<file path="config.mk">
export PLATFORM = sky130hd
export DESIGN_NAME = program_counter_flat
export DESIGN_NICKNAME = d
export VERILOG_FILES = /design/src/rtl/program_counter_if.sv /design/src/rtl/program_counter.sv /design/src/flat_wrapper.sv
export SDC_FILE = /design/constraint.sdc
export NUM_CORES = 1
export LEC_CHECK = 0
export ABC_AREA = 1
export CORE_MARGIN = 2
export CORE_UTILIZATION = 40
export CTS_BUF_LIST = sky130_fd_sc_hd__clkbuf_16
export CTS_CLUSTER_DIAMETER = 50
export DETAILED_ROUTE_END_ITERATION = 8
export PLACE_DENSITY = 0.75
export SLEW_MARGIN = 30
export SYNTH_ARGS = -nofsm -noshare
export SYNTH_HDL_FRONTEND = slang
export SYNTH_SLANG_ARGS = --single-unit
</file>
<file path="constraint.sdc">
create_clock -name clk -period 2.6 [get_ports clk]
set_clock_uncertainty 0.05 [all_clocks]
set_input_delay 0.52 -clock clk [delete_from_list [all_inputs] [get_ports clk]]
set_output_delay 0.52 -clock clk [all_outputs]
set_load 0.01 [all_outputs]
</file>
<file path="src/rtl/program_counter_if.sv">
// Fetch-path bus between the PC register and its surrounding pipeline logic.
// Carries the stall line only when PC_STALL_EN is defined.
interface program_counter_if;
  logic [31:0] address;
  logic [31:0] curAddress;
  logic [18:0] condAddr19;
  logic [25:0] brAddr26;
  logic        UncondBr;
  logic        brTaken;
`ifdef PC_STALL_EN
  logic        stall;
`endif

  modport master (
    output curAddress,
    output condAddr19,
    output brAddr26,
    output UncondBr,
    output brTaken,
`ifdef PC_STALL_EN
    output stall,
`endif
    input  address
  );

  modport slave (
    input  curAddress,
    input  condAddr19,
    input  brAddr26,
    input  UncondBr,
    input  brTaken,
`ifdef PC_STALL_EN
    input  stall,
`endif
    output address
  );
endinterface

</file>
<file path="src/rtl/program_counter.sv">
// Next-PC selection (+4 / CB / B) and the registered fetch address.
// Optional hold-on-stall enabled with the PC_STALL_EN macro.
module program_counter #(
  parameter logic [31:0] RESET_ADDR = 32'h0000_0000
) (
  input  logic clk,
  input  logic rst,
  program_counter_if.slave pc
);

  logic [31:0] off;
  logic [31:0] br_tgt;
  logic [31:0] seq_tgt;
  logic [31:0] nxt;

  always_comb begin
    off = '0;
    unique case (1'b1)
      pc.UncondBr:
        off = {{6{pc.brAddr26[25]}}, pc.brAddr26};
      !pc.UncondBr:
        off = {{13{pc.condAddr19[18]}}, pc.condAddr19};
    endcase
  end

  // Word offset to byte offset; top two bits fall off.
  assign br_tgt  = pc.curAddress + {off[29:0], 2'b00};
  assign seq_tgt = pc.curAddress + 32'd4;
  assign nxt     = pc.brTaken ? br_tgt : seq_tgt;

  always_ff @(posedge clk) begin
    if (rst) begin
      pc.address <= RESET_ADDR;
`ifdef PC_STALL_EN
    end else if (pc.stall) begin
      pc.address <= pc.address;
`endif
    end else begin
      pc.address <= nxt;
    end
  end

endmodule

</file>
<file path="src/flat_wrapper.sv">
// flat-port wrapper written by rule: the top's interface ports become plain ports
module program_counter_flat 
#(
  parameter logic [31:0] RESET_ADDR = 32'h0000_0000
)
  (clk, rst, pc_curAddress, pc_condAddr19, pc_brAddr26, pc_UncondBr, pc_brTaken, pc_address);
  program_counter_if pc_i ();
  input  logic clk;
  input  logic rst;
  input wire logic [$bits(pc_i.curAddress)-1:0] pc_curAddress;
  input wire logic [$bits(pc_i.condAddr19)-1:0] pc_condAddr19;
  input wire logic [$bits(pc_i.brAddr26)-1:0] pc_brAddr26;
  input wire logic [$bits(pc_i.UncondBr)-1:0] pc_UncondBr;
  input wire logic [$bits(pc_i.brTaken)-1:0] pc_brTaken;
  output wire logic [$bits(pc_i.address)-1:0] pc_address;
  assign pc_i.curAddress = pc_curAddress;
  assign pc_i.condAddr19 = pc_condAddr19;
  assign pc_i.brAddr26 = pc_brAddr26;
  assign pc_i.UncondBr = pc_UncondBr;
  assign pc_i.brTaken = pc_brTaken;
  assign pc_address = pc_i.address;
  program_counter #(.RESET_ADDR(RESET_ADDR)) u_core (.clk(clk), .rst(rst), .pc(pc_i));
endmodule
</file>
==> results.json <==
{
  "drtPass1Iterations": 5,
  "syn2layout_area_growth_pct": 55.3,
  "htree_levels": 2,
  "leakage_nw": 2.79,
  "track_usage_pct": 23.6,
  "die_width_um": 95.3,
  "cts-buffers-inserted": 5,
  "cp-startpoint": "pc_condAddr19[18]",
  "diodes": 0,
  "cts.path.max_buffers": 2,
  "p_per_area_nw_per_um2": 430,
  "clk_transition_reported_paths_ps": 50,
  "cts_tree": "yes",
  "tightest_slew_ps": 284,
  "max_slew_margin_pct": 81.1,
  "grt-ovfl-total": 0,
  "wl_per_cell_um": 12.2,
  "cts_root_buffer": "clkbuf_16",
  "yosysWarnings": 0,
  "holdWs_ps": 703,
  "drt-initial-drc-count": 269,
  "ys_async_sr_fraction_pct": 0,
  "die-area_sq_um": 9090,
  "die_height_um": 95.3,
  "rows": 33,
  "synth-edff-count": 0,
  "fillers": 720,
  "ys_ff_latch": 32,
  "io_buffers": 112,
  "start_kind": "input pin",
  "fin_crit_ps": 2490,
  "ir_drop_v": 0.000366,
  "p_total_mw": 2.23,
  "avgSynthCellArea_sq_um": 5.56,
  "cp_data_arrival_time_ps": 2610,
  "hold_violations": 0,
  "via_per_inst": 4.82,
  "fin_util_pct": 63.7,
  "min_from": "pc_curAddress[0]",
  "initial_utilization_pct": 41.0,
  "final_nets": 870,
  "regMostFlops": "u_core.pc.address",
  "grt_pass1_vias": 3895,
  "ios": 113,
  "timing.fmax_ghz": 0.401,
  "worst-setup-path-type": "in -> reg",
  "placed_cell_area_sq_um": 4910,
  "synth_flop_cell": "dfxtp_1",
  "cp_data_required_time_ps": 2720,
  "routabilityCongestion": 0.941,
  "run_status": "completed",
  "synthCells": 600,
  "core_area_sq_um": 8130,
  "fin_area_sq_um": 5180,
  "worstPathMaxFanout": 7,
  "setup_viol": 0,
  "detail-route-antenna-nets": 0,
  "largest_register_ffs": 32,
  "maxCapViolCount": 0,
  "finalCritPeriodShare_pct": 95.9,
  "grt_max_degree": 28,
  "seq_area_frac_synth_pct": 19.2,
  "ys_types": 31,
  "num_vias": 4172,
  "reg_top3": "u_core.pc.address (32)",
  "drt-total-wl_mm": 10.6,
  "end_kind": "register",
  "drc": 0,
  "rsz0062_at_grt": "false",
  "slew_violations": 0,
  "hp-class": "in -> reg",
  "cts.sinks": 32,
  "syn_area_sq_um": 3340,
  "grt_pass1_wl_mm": 16.9,
  "drive_above_1_share_pct": 13.7,
  "antenna_found_initial": 0,
  "dp_hpwl_mm": 8.84,
  "syn-num-nets": 711
}
critical path, cell delays in order:
cell	delay, ps
clkdlybuf4s50_1	530
nand2_4	70
buf_12	130
a21oi_1	140
ha_1	310
nand2_1	180
inv_1	80
a21oi_1	150
nand2_1	100
a21oi_1	190
nand3_1	90
nand2_1	60
nor2_1	40
final timing paths:
kind                                    end  slack [ps]  depth (start not counted)
worst min-delay path   u_core.pc.address[0]         700                          3
worst max-delay path  u_core.pc.address[30]         110                         13
layout by cell type, fill, tap and decap left out, types with 23 or more instances in the layout:
cell and n:
a21oi_1 38, buf_4 44, clkdlybuf4s50_1 110, dfxtp_1 32, ha_1 26, inv_1 101
nand2_1 190, nand3_1 23, nor2_1 90, o21ai_0 28
per-layer routing:
layer	share of wire [%]	vias to the layer above	GRT usage (%)
met3	5.0	12	3.00
met5	0	-	0
met1	45	1859	30.2
met2	48	129	41.5
met4	1.4	0	5.92
li1	-	2172	-
synthesized netlist by cell type, types with 2 or more instances:
cell type    n  area (sq um)
clkbuf_1     4          15.0
dfxtp_1     32           641
nand2_2      8          50.1
nand4_1      5          31.3
and2_1       3          18.8
nand2_1    195           732
nand3_2      4          40.0
nor2_4       2          22.5
ha_1        29           363
xor2_1       2          17.5
nor2_2       4          25.0
nand3_1     24           120
inv_1      101           379
inv_2        2          7.51
a21oi_1     41           205
o21bai_1     2          15.0
o21bai_2     2          22.5
o21ai_0     28           140
nor3_1       3          15.0
a21oi_2      3          26.3
nor2_1      96           360
kinds of logic after synthesis:
family | share of synthesized area, %
xor gates and xnor gates | 0.525
buffers and inverters | 12.9
AOI/OAI and AO/OA | 12.9
adders and majority gates | 11.5
and+or+nand+nor | 43.1
DFF | 19.2
final cells by class:
| cell class | instances | area, sq um | area share, % |
|---|---|---|---|
| well taps | 105 | 131 | 2.54 |
| multi-input cells | 457 | 2330 | 45.1 |
| flip-flops and latches | 32 | 641 | 12.4 |
| inverters | 103 | 387 | 7.46 |
| clock inverters | 3 | 42.5 | 0.821 |
| clock buffers | 5 | 125 | 2.41 |
| repair buffers | 160 | 1520 | 29.3 |
power breakdown:
part | switching [mW] | total (mW) | internal [mW]
registers | 0.0148 | 0.565 | 0.550
clock network | 0.236 | 0.687 | 0.450
logic | 0.496 | 0.978 | 0.482
repair_timing:
item                       in CTS  in global routing
pin swaps                       0                  5
setup endpoints to repair      18                 22
buffers inserted                1                  2
hold buffers                    0                  0
gates cloned                    0                  1
resized for setup               2                 25
through the flow:
step	worst slack [ps]	std cells	setup TNS (ps)
2_1_floorplan	1.15	600	0
3_3_place_gp	-344	853	-6510
3_5_place_dp	-417	853	-8170
4_1_cts	36.9	862	0
5_1_grt	1.03	865	0
6_report	108	865	0
Note: power is estimated with default switching activity, not from simulation.
